[src/rtl/prs_pkg.sv]
// Shared constants and helpers for the parametrised PRS generator:
// default Galois tap masks, the single-step LFSR function and parameter checks.
package prs_pkg;

    localparam logic [7:0]  TAPS_8  = 8'hB8;
    localparam logic [15:0] TAPS_16 = 16'hB400;
    localparam logic [31:0] TAPS_32 = 32'hA3000000;

    localparam int unsigned LFSR_W_MIN = 4;
    localparam int unsigned LFSR_W_MAX = 32;
    localparam int unsigned OUT_W_MIN  = 1;
    localparam int unsigned OUT_W_MAX  = 32;

    // Right-shifting Galois step; callers zero-extend narrower states and taps.
    function automatic logic [31:0] galois_next(input logic [31:0] state,
                                                input logic [31:0] taps);
        return (state >> 1) ^ (state[0] ? taps : 32'h0);
    endfunction

    function automatic bit params_ok(input int unsigned lfsr_w,
                                     input int unsigned out_w,
                                     input logic [31:0] seed);
        return (lfsr_w >= LFSR_W_MIN) && (lfsr_w <= LFSR_W_MAX) &&
               (out_w >= OUT_W_MIN) && (out_w <= OUT_W_MAX) && (seed != 32'h0);
    endfunction

endpackage

[src/rtl/prs_lfsr_core.sv]
// Galois LFSR state register: steps on request, loads a runtime seed and
// substitutes the fallback seed (with a one-cycle LOCKUP pulse) for a zero seed.
module prs_lfsr_core
    import prs_pkg::*;
#(
    parameter int unsigned         WIDTH = 16,
    parameter logic [WIDTH-1:0]    TAPS  = WIDTH'(TAPS_16),
    parameter logic [WIDTH-1:0]    SEED  = WIDTH'(1)
) (
    input  logic             clk_i,
    input  logic             rst_i,
    input  logic             step_i,
    input  logic             load_i,
    input  logic [WIDTH-1:0] seed_i,
    output logic [WIDTH-1:0] state_o,
    output logic             lockup_o
);

    logic [WIDTH-1:0] state_q, state_d;
    logic [WIDTH-1:0] next_state;
    logic             lockup_q, lockup_d;

    assign next_state = WIDTH'(galois_next(32'(state_q), 32'(TAPS)));

    // Load beats step; an all-zero seed would freeze the LFSR forever.
    always_comb begin
        state_d  = state_q;
        lockup_d = 1'b0;
        if (load_i) begin
            if (seed_i == '0) begin
                state_d  = SEED;
                lockup_d = 1'b1;
            end else begin
                state_d  = seed_i;
            end
        end else if (step_i) begin
            state_d = next_state;
        end
    end

    always_ff @(posedge clk_i or posedge rst_i) begin
        if (rst_i) begin
            state_q  <= SEED;
            lockup_q <= 1'b0;
        end else begin
            state_q  <= state_d;
            lockup_q <= lockup_d;
        end
    end

    assign state_o  = state_q;
    assign lockup_o = lockup_q;

endmodule

[src/rtl/prs_gen_param.sv]
// Parametrised PRS generator: LFSR core plus an LSB-first word packer that
// hands completed words out over a registered valid/ready interface.
module prs_gen_param
    import prs_pkg::*;
#(
    parameter int unsigned              LFSR_WIDTH = 16,
    parameter int unsigned              OUT_WIDTH  = 8,
    parameter logic [LFSR_WIDTH-1:0]    TAPS       = LFSR_WIDTH'(TAPS_16),
    parameter logic [LFSR_WIDTH-1:0]    SEED       = LFSR_WIDTH'(1)
) (
    input  logic                  CLK,
    input  logic                  RST,
    input  logic                  EN,
    input  logic                  LOAD,
    input  logic [LFSR_WIDTH-1:0] SEED_IN,
    output logic [OUT_WIDTH-1:0]  OUT_DATA,
    output logic                  OUT_VALID,
    input  logic                  OUT_READY,
    output logic [OUT_WIDTH-1:0]  PARTIAL_PRS,
    output logic [LFSR_WIDTH-1:0] STATE,
    output logic                  LOCKUP
);

    if (!params_ok(LFSR_WIDTH, OUT_WIDTH, 32'(SEED))) begin : g_param_err
        $error("prs_gen_param: widths out of range or zero SEED");
    end

    localparam int unsigned    CNT_W    = (OUT_WIDTH > 1) ? $clog2(OUT_WIDTH) : 1;
    localparam logic [CNT_W-1:0] CNT_LAST = CNT_W'(OUT_WIDTH - 1);

    logic [CNT_W-1:0]      cnt_q, cnt_d;
    logic [OUT_WIDTH-1:0]  partial_q, partial_d;
    logic [OUT_WIDTH-1:0]  data_q, data_d;
    logic                  valid_q, valid_d;
    logic [OUT_WIDTH-1:0]  assembled;
    logic [LFSR_WIDTH-1:0] state;
    logic                  last_bit, step, out_bit;

    // Only the step that would overwrite an unconsumed word is held back.
    assign last_bit  = (cnt_q == CNT_LAST);
    assign step      = EN && !LOAD && !(last_bit && valid_q && !OUT_READY);
    assign out_bit   = state[0];
    assign assembled = partial_q | (OUT_WIDTH'(out_bit) << cnt_q);

    prs_lfsr_core #(
        .WIDTH (LFSR_WIDTH),
        .TAPS  (TAPS),
        .SEED  (SEED)
    ) u_core (
        .clk_i    (CLK),
        .rst_i    (RST),
        .step_i   (step),
        .load_i   (LOAD),
        .seed_i   (SEED_IN),
        .state_o  (state),
        .lockup_o (LOCKUP)
    );

    always_comb begin
        cnt_d     = cnt_q;
        partial_d = partial_q;
        data_d    = data_q;
        valid_d   = valid_q;
        if (valid_q && OUT_READY) begin
            valid_d = 1'b0;
        end
        if (LOAD) begin
            cnt_d     = '0;
            partial_d = '0;
        end else if (step) begin
            if (last_bit) begin
                cnt_d     = '0;
                partial_d = '0;
                data_d    = assembled;
                valid_d   = 1'b1;
            end else begin
                cnt_d     = cnt_q + 1'b1;
                partial_d = assembled;
            end
        end
    end

    always_ff @(posedge CLK or posedge RST) begin
        if (RST) begin
            cnt_q     <= '0;
            partial_q <= '0;
            data_q    <= '0;
            valid_q   <= 1'b0;
        end else begin
            cnt_q     <= cnt_d;
            partial_q <= partial_d;
            data_q    <= data_d;
            valid_q   <= valid_d;
        end
    end

    assign OUT_DATA    = data_q;
    assign OUT_VALID   = valid_q;
    assign PARTIAL_PRS = partial_q;
    assign STATE       = state;

endmodule
[config.mk]
export PLATFORM = sky130hd
export DESIGN_NAME = prs_gen_param
export DESIGN_NICKNAME = d
export VERILOG_FILES = /design/src/rtl/prs_pkg.sv /design/src/rtl/prs_lfsr_core.sv /design/src/rtl/prs_gen_param.sv
export SDC_FILE = /design/constraint.sdc
export NUM_CORES = 1
export LEC_CHECK = 0
export ABC_AREA = 1
export BUFFER_PORTS_ARGS = -buffer_cell sky130_fd_sc_hd__buf_2
export CAP_MARGIN = 20
export CELL_PAD_IN_SITES_DETAIL_PLACEMENT = 0
export CELL_PAD_IN_SITES_GLOBAL_PLACEMENT = 1
export CORE_MARGIN = 2
export CORE_UTILIZATION = 34
export CTS_BUF_LIST = sky130_fd_sc_hd__clkbuf_16
export CTS_CLUSTER_SIZE = 8
export DETAILED_ROUTE_END_ITERATION = 6
export PLACE_DENSITY = 0.77
export SLEW_MARGIN = 15
export SYNTH_ARGS = -nofsm -noshare
export SYNTH_HDL_FRONTEND = slang
export SYNTH_SLANG_ARGS = --single-unit
[constraint.sdc]
create_clock -name CLK -period 3.8 [get_ports CLK]
set_input_delay 0 -clock CLK [delete_from_list [all_inputs] [get_ports CLK]]
set_output_delay 0 -clock CLK [all_outputs]
set_load 0.05 [all_outputs]
### Word level (Yosys, flattened, before mapping)

Index checks and enable logic that the tools add are counted.

| word-level totals | value |
|---|---|
| flip-flop bits (word level) | 37 |
| bits of input ports | 21 |
| output and inout port bits | 34 |
| word-level logic and storage cells | 39 |

| cells by class | value |
|---|---|
| add/subtract/negate cells | 1 |
| equal/unequal tests | 1 |
| shift-type cells | 1 |
| multiplexer cells | 16 |
| bitwise logic cells | 3 |
| reductions and logical operators | 11 |

Operators by type and width:

| kind | number |
|---|---|
| 16-bit 2-to-1 mux | 4 |
| 8-bit 2-to-1 mux | 3 |
| 16-bit zero test | 1 |
| 15-bit by 16-bit bitwise XOR with 16-bit output | 1 |
| 3-bit 2-to-1 mux | 3 |
| 8-bit bitwise OR | 1 |
| 1-bit by 3-bit left shift with 8-bit output | 1 |
| 1-bit 2-to-1 mux | 6 |
| 1-bit logical AND | 5 |
| 3-bit by 1-bit adder with 3-bit output (second input constant) | 1 |
| 3-bit == test (second input constant) | 1 |
| 1-bit zero test | 3 |
| 3-bit AND reduction | 1 |
| 2-bit nonzero test | 1 |
| 1-bit inverter | 1 |

### Depth between registers and ports, before layout

| logic depth | value |
|---|---|
| depth after elaboration | 7 |
| mapped depth | 8 |
| mapped depth without buffers | 7 |

### Hierarchy

From an unflattened synthesis, not the netlist that was laid out.

| second synthesis, totals | value |
|---|---|
| cell total of the unflattened synthesis | 245 |
| area total of the unflattened synthesis | 1913.1 um2 |

By module, submodules not included:

| module | instances | cells an instance | area each (um2) |
|---|---|---|---|
| prs_lfsr_core | 1 | 125 | 960.9 |
| prs_gen_param | 1 | 120 | 952.2 |

### Worst setup path after synthesis

OpenSTA, ideal clock, no wires.

| timing | value |
|---|---|
| path type | register to register |
| start | reg cnt_q[0] |
| end | reg cnt_q[2] |
| setup time | 0.120 ns |
| data arrival time | 1.314 ns |
| required time | 3.680 ns |
| path slack | 2.366 ns |
| cell stages (with the launch flop) | 8 |
| buffers on the path | 1 |
| clock period less this slack | 1.434 ns |
| cells stage by stage | dfrtp_1 ha_1 ha_1 nand3_2 nand2_8 nand2_8 buf_6 o21ai_2 |

| on the way | value |
|---|---|
| longest elaborated chain between the ends | 6 |
| elaborated cells on any way between the ends | 10 |
| those cells by class | add/sub: 1; eq/ne: 1; mux: 3; reduce/logical: 5 |

RTL lines:

| item | line | RTL |
|---|---|---|
| from (decl) | prs_gen_param.sv:31 | `logic [CNT_W-1:0] cnt_q, cnt_d;` |
| from (signal assigned) | prs_gen_param.sv:90 | `cnt_q <= cnt_d;` |
| parallel branches: the longest is 6 deep, another holds 3-bit by 1-bit adder with 3-bit output | -- |  |

Parallel ways; which one is timed is not known. The select of a mux whose other input is x is not followed.
A chain may end at the register's enable or synchronous reset.

### Worst setup path after layout

| timing | value |
|---|---|
| start | reg cnt_q[0] |
| end | reg data_q[5] (netlist: OUT_DATA[5]) |

| on the way | value |
|---|---|
| longest elaborated chain between the ends | 6 |
| elaborated cells on any way between the ends | 8 |
| those cells by class | eq/ne: 1; shift: 1; bitwise: 1; reduce/logical: 5 |

RTL lines:

| item | line | RTL |
|---|---|---|
| 3-bit == test | prs_gen_param.sv:40 | `assign last_bit = (cnt_q == CNT_LAST);` |
| 1-bit logical AND (2 in a row) | prs_gen_param.sv:41 | `assign step = EN && !LOAD && !(last_bit && valid_q && !OUT_READY);` |
| 1-bit zero test | prs_gen_param.sv:41 |  |
| 1-bit logical AND | prs_gen_param.sv:41 |  |
| 3-bit AND reduction (no line) | -- |  |
| to (signal assigned) | prs_gen_param.sv:92 | `data_q <= data_d;` |
| to (decl) | prs_gen_param.sv:33 | `logic [OUT_WIDTH-1:0] data_q, data_d;` |

Several ways; a longest one is shown, not always the timed one.

==> metrics.txt <==
status=completed; Seq cells post-synth=37; most common cell in the netlist=nand2_1; Crit. End Element=register; # clock sinks=37; nets@finish=313; Filler cells=586; total CTS buffers=5; top-area cell type share of the netlist area=0.462; Max-Slew Margin vs Limit=0.688; Synth cell types=21; # DRC=0; CP max FO=11; IO Count=55; Synth warnings=0; Tot GR Track Use=0.148; CTS tree=yes; CP max stage cell=dfrtp_1; synth top area cells=dfrtp_1 46%, nand2_1 13%, o21ai_2 8.1%, inv_1 5.2%, nand3_1 4.9%; area leader, netlist=dfrtp_1; max-slew violation count=0; Detailed Routing Iterations Pass 1=4; Initial DRC Count=69; Leak Pwr=1.28 nW; Overflow after GRT=0; worst reg2reg startpoint=cnt_q[0]$_DFFE_PP0P_; Port Buffer Count=54; initial antenna violation count=0; Worst Skew=0.00295 ns; Post-DRT Antenna Nets=0; Worst-Skew Late Latency=0.27 ns; HP Class=primary input to register; Register Area=927 um2; number of core rows=27; first-pass GRT wire length=7270 um; setup TNS=0 ns; Final Hold Fails=0; crit start category=register; Setup crit start=cnt_q[0]$_DFFE_PP0P_; H-Tree Level Count=2; hpwl dp=3140 um; CP cell instances=ha_1 -> ha_1 -> nand3_1 -> inv_1 -> nand2_1 -> nand2_1; Core ar.=5510 um2; max cap viols=0; Pwr Density=451 nW/um2; cts repair resizes=0; vias in the first global route=1,575; clock tree buffer depth=2; Synth top cells by count=69 x nand2_1, 36 x dfrtp_1, 27 x inv_1; GP Congestion=0.818; RSZ-0062 raised after global routing=no; clk slew on worst S/H paths=0.05 ns; syn nets=259; Die Wd=79.7 um; share of post-route cells with drive strength above 1=0.293; largest net degree at the start of global routing=38; DP Worst Slack=2.17 ns; Post-synth top flop=dfrtp_1; via/cell ratio=4.59; drt total wl=4320 um; synthesis-to-finish area growth=22.3%; CP arrival=1.84 ns; Worst Tran Pin Value=0.468 ns; Synth async-reset ratio=1.00; CP Class=register to register; setup ws final=2.12 ns; Post-CTS Setup Bufs=0; die area=6360 um2; Seq/Total Area, Yosys=0.476; starting density of the core=0.354; Multi-input gate area=833 um2; Setup violations, final=0; max incr delay on CP=0.40 ns; crit path time final=1.68 ns; Post-CTS Hold Buffers=1; Max Clk Rate=597 MHz; Tcrit/Tclk final=0.441; Mapped Area=1950 um2; worst endpoint required time=3.96 ns; VDD IR max=0.000186 V; Cells after Synth=236; vias=1,662; Post-synth EDFFs=0; Avg Cell Area, Syn=8.26 um2; Hold Crit Start=OUT_READY; ANT cells=0; Root Buffer=clkbuf_16; Die H=79.7 um; Avg WL per Cell=11.9 um
metal layers:
metal | part of all wire | track usage | vias to the layer above
met2 | 0.47 | 0.239 | 33
met3 | 0.039 | 0.0373 | 6
met5 | 0 | 0 | -
li1 | - | - | 859
met4 | 0.011 | 0.0552 | 0
met1 | 0.48 | 0.190 | 764
cell families after synthesis:
logic type / Yosys count / synth area share
DFF: 37 / 0.476
adders and majority gates: 2 / 0.0128
and+or+nand+nor: 112 / 0.252
buffers and inverters: 38 / 0.0969
AOI/OAI and AO/OA: 47 / 0.163
layout make-up:
type / count / area share
clock buffer: 5 / 0.0525
sequential: 37 / 0.389
timing repair buffer: 56 / 0.121
tap: 72 / 0.0378
clock inverter: 2 / 0.00315
inverter: 29 / 0.0477
multi-input combinational: 161 / 0.349
critical path, delay by kind of cell, from the launching register on:
family | cells | cell delay, ns
fa+ha+maj | 2 | 0.44
buf+inv | 1 | 0.19
flops | 1 | 0.40
simple gates | 3 | 0.52
through the flow:
step | util | instances | hold slack [ns] | area [um2] | power, mW
2_1_floorplan | - | 236 | 0.179 | 1950 | 0.654
3_3_place_gp | 0.407 | 354 | 0.139 | 2240 | 0.709
6_report | 0.433 | 362 | 0.00937 | 2380 | 1.07
4_1_cts | 0.433 | 362 | 0.00206 | 2380 | 1.09
5_1_grt | 0.433 | 362 | 0.0281 | 2380 | 1.14
3_5_place_dp | 0.407 | 354 | 0.136 | 2240 | 0.710
cell usage in the layout, fill, tap and decap left out:
cell	count
nand3_2	1
o21bai_1	4
nand2_8	2
ha_1	2
inv_1	28
clkbuf_16	5
o21ai_0	14
o21ai_1	2
dlygate4sd3_1	1
inv_4	2
nand2_4	1
clkinv_1	1
buf_4	1
nand2_1	69
dfrtp_1	36
a21oi_1	7
nor2_1	20
o21ai_2	18
a21boi_0	2
nand3_1	19
buf_2	54
dfstp_2	1
report_power, final:
| part | switching [mW] | internal (mW) |
|---|---|---|
| Sequential | 0.0213 | 0.424 |
| Combinational | 0.190 | 0.0657 |
| Clock | 0.139 | 0.234 |
sequential cells by signal, indices dropped and copies added, names as in the netlist:
name             count
OUT_VALID            1
PARTIAL_PRS          8
OUT_DATA             8
u_core.state_o      16
u_core.lockup_o      1
cnt_q                3
worst paths after layout:
| check | slack, ns | end | cells after the start |
|---|---|---|---|
| worst max-delay path | 2.12 | OUT_DATA[5]$_DFFE_PP0P_ | 6 |
| worst min-delay path | 0.009 | OUT_VALID$_DFF_PP0_ | 4 |
| worst max register to register | 2.12 | OUT_DATA[5]$_DFFE_PP0P_ | 6 |
| worst min register to register | 0.48 | OUT_DATA[6]$_DFFE_PP0P_ | 2 |
| max in group asynchronous | 3.08 | u_core.state_o[0]$_DFFE_PP1P_ | 4 |
| min in group asynchronous | 0.38 | OUT_VALID$_DFF_PP0_ | 4 |
Note: power is estimated with default switching activity, not from simulation.
